[src/rtl/mmio_timer.sv]
// Memory-mapped 32-bit timer: prescaled up-counter, compare match with a sticky flag,
// optional auto-reload and a level interrupt, decoded from the core's data-memory bus.
module mmio_timer #(
  parameter logic [31:0] BASE_ADDR = 32'h0000_0800
) (
  input  logic        clock,
  input  logic        reset,
  input  logic        we,
  input  logic [31:0] addr,
  input  logic [31:0] wd,
  output logic        hit,
  output logic [31:0] rd,
  output logic        irq
);

  logic        w_hit;
  logic        w_wr_ctrl;
  logic        w_wr_count;
  logic        w_wr_cmp;
  logic        w_wr_stat;
  logic        w_tick;
  logic        w_match;
  logic        w_unused;

  logic        r_en;
  logic        r_ar;
  logic        r_ien;
  logic [7:0]  r_presc;
  logic [7:0]  r_pcnt;
  logic [31:0] r_count;
  logic [31:0] r_compare;
  logic        r_flag;

  assign w_hit      = (addr[31:4] == BASE_ADDR[31:4]);
  assign w_wr_ctrl  = we && w_hit && (addr[3:2] == 2'd0);
  assign w_wr_count = we && w_hit && (addr[3:2] == 2'd1);
  assign w_wr_cmp   = we && w_hit && (addr[3:2] == 2'd2);
  assign w_wr_stat  = we && w_hit && (addr[3:2] == 2'd3);
  assign w_unused   = &{1'b0, addr[1:0]};

  // A CTRL write restarts the prescaler, so it also suppresses the tick of that cycle.
  assign w_tick  = r_en && !w_wr_ctrl && (r_pcnt == r_presc);
  assign w_match = w_tick && (r_count == r_compare);

  always_ff @(posedge clock) begin
    if (reset) begin
      r_en      <= 1'b0;
      r_ar      <= 1'b0;
      r_ien     <= 1'b0;
      r_presc   <= 8'd0;
      r_pcnt    <= 8'd0;
      r_count   <= 32'd0;
      r_compare <= 32'hFFFF_FFFF;
      r_flag    <= 1'b0;
    end else begin
      if (w_wr_ctrl) begin
        r_en    <= wd[0];
        r_ar    <= wd[1];
        r_ien   <= wd[2];
        r_presc <= wd[15:8];
        r_pcnt  <= 8'd0;
      end else if (!r_en || w_tick) begin
        r_pcnt  <= 8'd0;
      end else begin
        r_pcnt  <= r_pcnt + 8'd1;
      end

      if (w_wr_count) begin
        r_count <= wd;
      end else if (w_tick) begin
        r_count <= (w_match && r_ar) ? 32'd0 : r_count + 32'd1;
      end

      if (w_wr_cmp) begin
        r_compare <= wd;
      end

      // Setting the flag takes priority over a simultaneous write-1-to-clear.
      if (w_match) begin
        r_flag <= 1'b1;
      end else if (w_wr_stat && wd[0]) begin
        r_flag <= 1'b0;
      end
    end
  end

  always_comb begin
    rd = 32'd0;
    if (w_hit) begin
      case (addr[3:2])
        2'd0:    rd = {16'd0, r_presc, 5'd0, r_ien, r_ar, r_en};
        2'd1:    rd = r_count;
        2'd2:    rd = r_compare;
        default: rd = {31'd0, r_flag};
      endcase
    end
  end

  assign hit = w_hit;
  assign irq = r_flag & r_ien;

endmodule

[config.mk]
export PLATFORM = sky130hd
export DESIGN_NAME = mmio_timer
export DESIGN_NICKNAME = d
export VERILOG_FILES = /design/src/rtl/mmio_timer.sv
export SDC_FILE = /design/constraint.sdc
export NUM_CORES = 1
export LEC_CHECK = 0
export BUFFER_PORTS_ARGS = -buffer_cell sky130_fd_sc_hd__buf_4
export CORE_MARGIN = 8
export CORE_UTILIZATION = 45
export CTS_CLUSTER_SIZE = 20
export DETAILED_ROUTE_END_ITERATION = 16
export PLACE_DENSITY = 0.67
export SLEW_MARGIN = 20
export SYNTH_ARGS = -nofsm -noshare
export SYNTH_HDL_FRONTEND = slang
export SYNTH_SLANG_ARGS = --single-unit
[constraint.sdc]
create_clock -name clock -period 2.6 [get_ports clock]
set_input_delay 0.39 -clock clock [delete_from_list [all_inputs] [get_ports clock]]
set_output_delay 0.39 -clock clock [all_outputs]
set_load 0.03 [all_outputs]
==> run summary <==
The total congestion overflow was 0; the leakage power was 0.00261 µW. Class of the worst hold path: in2reg. Clock latency on the worst-skew pair, taken at its later pin, is 0.36 ns. At the worst endpoint, the arrival time is 2.68 ns. The mapped netlist covers 0.00533 mm². The dominant register cell in the synthesized netlist is sky130_fd_sc_hd__dfxtp_1. The initial core utilization was 46.4%. STA puts the critical path data required time at 2.88 ns. The H-tree was split into 3 levels. In the post-route analysis, the smallest setup slack over all paths is 0.197 ns.

Cells with a size suffix above 1 make up 23.3% of the layout. Counting the fill cells in the layout gives 1060. Clock period minus final worst setup slack: 2.40 ns.

In this run the worst path has a maximum fanout of 5. The critical path in this run is classified as reg2reg. Summed over its instances, the top area cell type makes up 31.6% of the synthesized netlist area.

During placement, the flow inserted port buffers numbering 98. Critical path launch point type: a flip-flop. Dividing the detail-routed via count by the number of cells gives 5.99. The via count of the first global-routing pass is 5333. The final number of max-transition violations is 0, and the count of boundary I/O pins is 101. For this block, the routed nets add up to 17.7 mm of wire.

The tools report the root buffer selected by CTS as sky130_fd_sc_hd__clkbuf_16. The run finished with clean final reports. After the last flow step, the layout net total stands at 838. The logs give 22.1% for the total routing resource utilization after global routing and 0 for the Yosys warning count.

TritonCTS built the clock tree. Setup repair after global routing left no endpoint under its margin. After layout, the design draws a total of 3090 µW. Relative to the synthesized area, the layout overhead comes to 25.2%. The routed layout has 5496 vias. The die covers 0.0156 mm². For the number of hold violations in the final report, the log shows 0.

Library cell occupying the most area in the post-synthesis netlist: sky130_fd_sc_hd__dfxtp_1. The worst path uses 92.4% of the clock period. Registers take 0.00168 mm². Among all cell types in the netlist, the one instantiated most often is sky130_fd_sc_hd__nand2_1. The total DRC errors in the routed layout came out at 0.

After floorplanning, the core was divided into 39 placement rows. For this run, the register share of the synthesized area comes to 31.6%. For the worst-case vdd ir drop, the log shows 0.000505 V.

After synthesis, the mean cell area works out to 7.83 µm². The number of synthesized flops with an enable pin is 0, and the initial DRC count is 454. The core region is 0.0115 mm². Measured on the finished design, the core utilization comes to 58.1%. The number of different library cells used by synthesis comes to 62. After detailed routing, the average wire length per cell comes to 19.3 µm. Clock tree synthesis inserted a total of 9 buffers.

Measured along the x axis, the die boundary spans 125 µm. The clock slew seen by the registers of the worst setup and hold paths is 0.07 ns, and the diode insertion count for antenna repair is 0. The async set-reset flop share out of synthesis was 0%; the maximum number of buffers from clock root to sink was 2. The tools report the initial antenna violation count as 0. The first global-routing pass estimated 28.1 mm of wire.

Headroom to the max-slew limit came out at 61.8%. Sorting the synthesized cells by area gives the leading types as sky130_fd_sc_hd__dfxtp_1 32%, sky130_fd_sc_hd__nand2_1 6.3%, sky130_fd_sc_hd__xnor2_1 5.8%. The combined area of the multi-input logic cells came out at 0.00336 mm². In this run the remaining antenna-violating nets after routing total 0. The run gives 7 as the detailed-router iteration count before antenna repair. Detailed placement finished with a half-perimeter wire length of 12.9 mm. For the largest net degree at the start of global routing, the log shows 43. Synthesis inferred 84 register bits. In the synthesized netlist, the number of instances is 680. From bottom edge to top edge, the die measures 125 µm. The worst hold margin was 0.252 ns. Between clock sinks in the finished design, the worst skew comes to 0.0103 ns.

The clock sink count was 84; the post-placement worst setup slack was -0.0345 ns. Final estimated routing congestion in global placement: 0.950. Power spread over the standard cell area amounts to 463 mW/mm².

The commonest cells after synthesis are 90 x sky130_fd_sc_hd__nand2_1, 84 x sky130_fd_sc_hd__dfxtp_1, 81 x sky130_fd_sc_hd__nor2_1. In this run, post-CTS hold repair placed 0 buffers. The tool flagged a number of max-cap violations equal to 0. The worst setup path is captured at a flip-flop. The maximum operating frequency was 416 MHz; the post-synthesis net count was 749. For the pin with the worst max-slew slack, the measured transition is 0.569 ns. The setup violation total in the final timing report is 0.
==> area by class of cell <==
| class | count | share of cell area, % |
|---|---|---|
| clock buffers | 11 | 3.49 |
| repair buffers | 140 | 16.3 |
| flip-flops and latches | 84 | 25.2 |
| well taps | 143 | 2.68 |
| multi-input cells | 523 | 50.4 |
| inverters | 11 | 0.619 |
| clock inverters | 5 | 1.28 |
==> cell families after synthesis <==
logic type      count (synthesis)  share of synthesized area (%)
compound gates                126                           17.5
xor+xnor                       49                           8.06
fa+ha+maj                       2                          0.470
buf+inv                        73                           5.80
flops                          84                           31.6
mux                            22                           4.37
simple gates                  324                           32.2
==> power breakdown <==
group | leakage (µW) | switching, µW | internal [µW]
registers | 0.000680 | 50.2 | 1310
logic | 0.00178 | 149 | 163
clock network | 0.000150 | 561 | 848
==> through the flow <==
stage	TNS (ns)	instances	instance area, µm²
floorplan	0	680	5330
global placement	0	898	6310
detailed placement	-0.116	898	6310
global route	0	917	6670
finish	0	917	6670
CTS	0	914	6640
==> worst max-delay path: stages, from the launching register on <==
cell and delay (ns):
sky130_fd_sc_hd__dfxtp_1 0.43, sky130_fd_sc_hd__ha_1 0.26, sky130_fd_sc_hd__nand2_1 0.10, sky130_fd_sc_hd__or3_4 0.38, sky130_fd_sc_hd__nor4_4 0.31, sky130_fd_sc_hd__or4b_1 0.47
sky130_fd_sc_hd__a21bo_1 0.21, sky130_fd_sc_hd__a211oi_2 0.16
==> per-layer routing <==
layer / GRT usage (%) / share of wire, %
met4: 7.09 / 2.2
met2: 36.3 / 48
met3: 5.91 / 7.0
met5: 0 / 0
met1: 27.3 / 43
==> registers in the layout (all words and copies together), names as in the netlist <==
name and count:
r_ar 1, r_compare 32, r_count 32, r_en 1, r_flag 1, r_ien 1, r_pcnt 8, r_presc 8
==> timing repair <==
item	CTS	global route
pin swaps	0	1
cloned	0	0
setup buffers	0	3
endpoints found under the setup margin	2	12
resized for setup	1	1
==> cells in the final DEF, fill, tap and decap left out, types with 21 or more instances in the layout <==
cell type / n
sky130_fd_sc_hd__nor2_1: 80
sky130_fd_sc_hd__nand4_1: 24
sky130_fd_sc_hd__xnor2_1: 35
sky130_fd_sc_hd__buf_4: 137
sky130_fd_sc_hd__dfxtp_1: 84
sky130_fd_sc_hd__nand3_1: 28
sky130_fd_sc_hd__nand3b_1: 34
sky130_fd_sc_hd__a21oi_1: 29
sky130_fd_sc_hd__mux2i_1: 21
sky130_fd_sc_hd__a22oi_1: 21
sky130_fd_sc_hd__nand2_1: 90
==> worst paths after layout <==
check | start | end | slack (ns) | depth (start not counted)
setup / recovery | r_count[0]$_SDFFE_PP0P_ | r_count[24]$_SDFFE_PP0P_ | 0.20 | 7
hold / removal | wd[17] | r_compare[17]$_SDFFE_PP1P_ | 0.25 | 3
setup reg to reg | r_count[0]$_SDFFE_PP0P_ | r_count[24]$_SDFFE_PP0P_ | 0.20 | 7
hold reg to reg | r_compare[18]$_SDFFE_PP1P_ | r_compare[18]$_SDFFE_PP1P_ | 0.50 | 2
No activity file was read; power rests on OpenSTA's default activity.
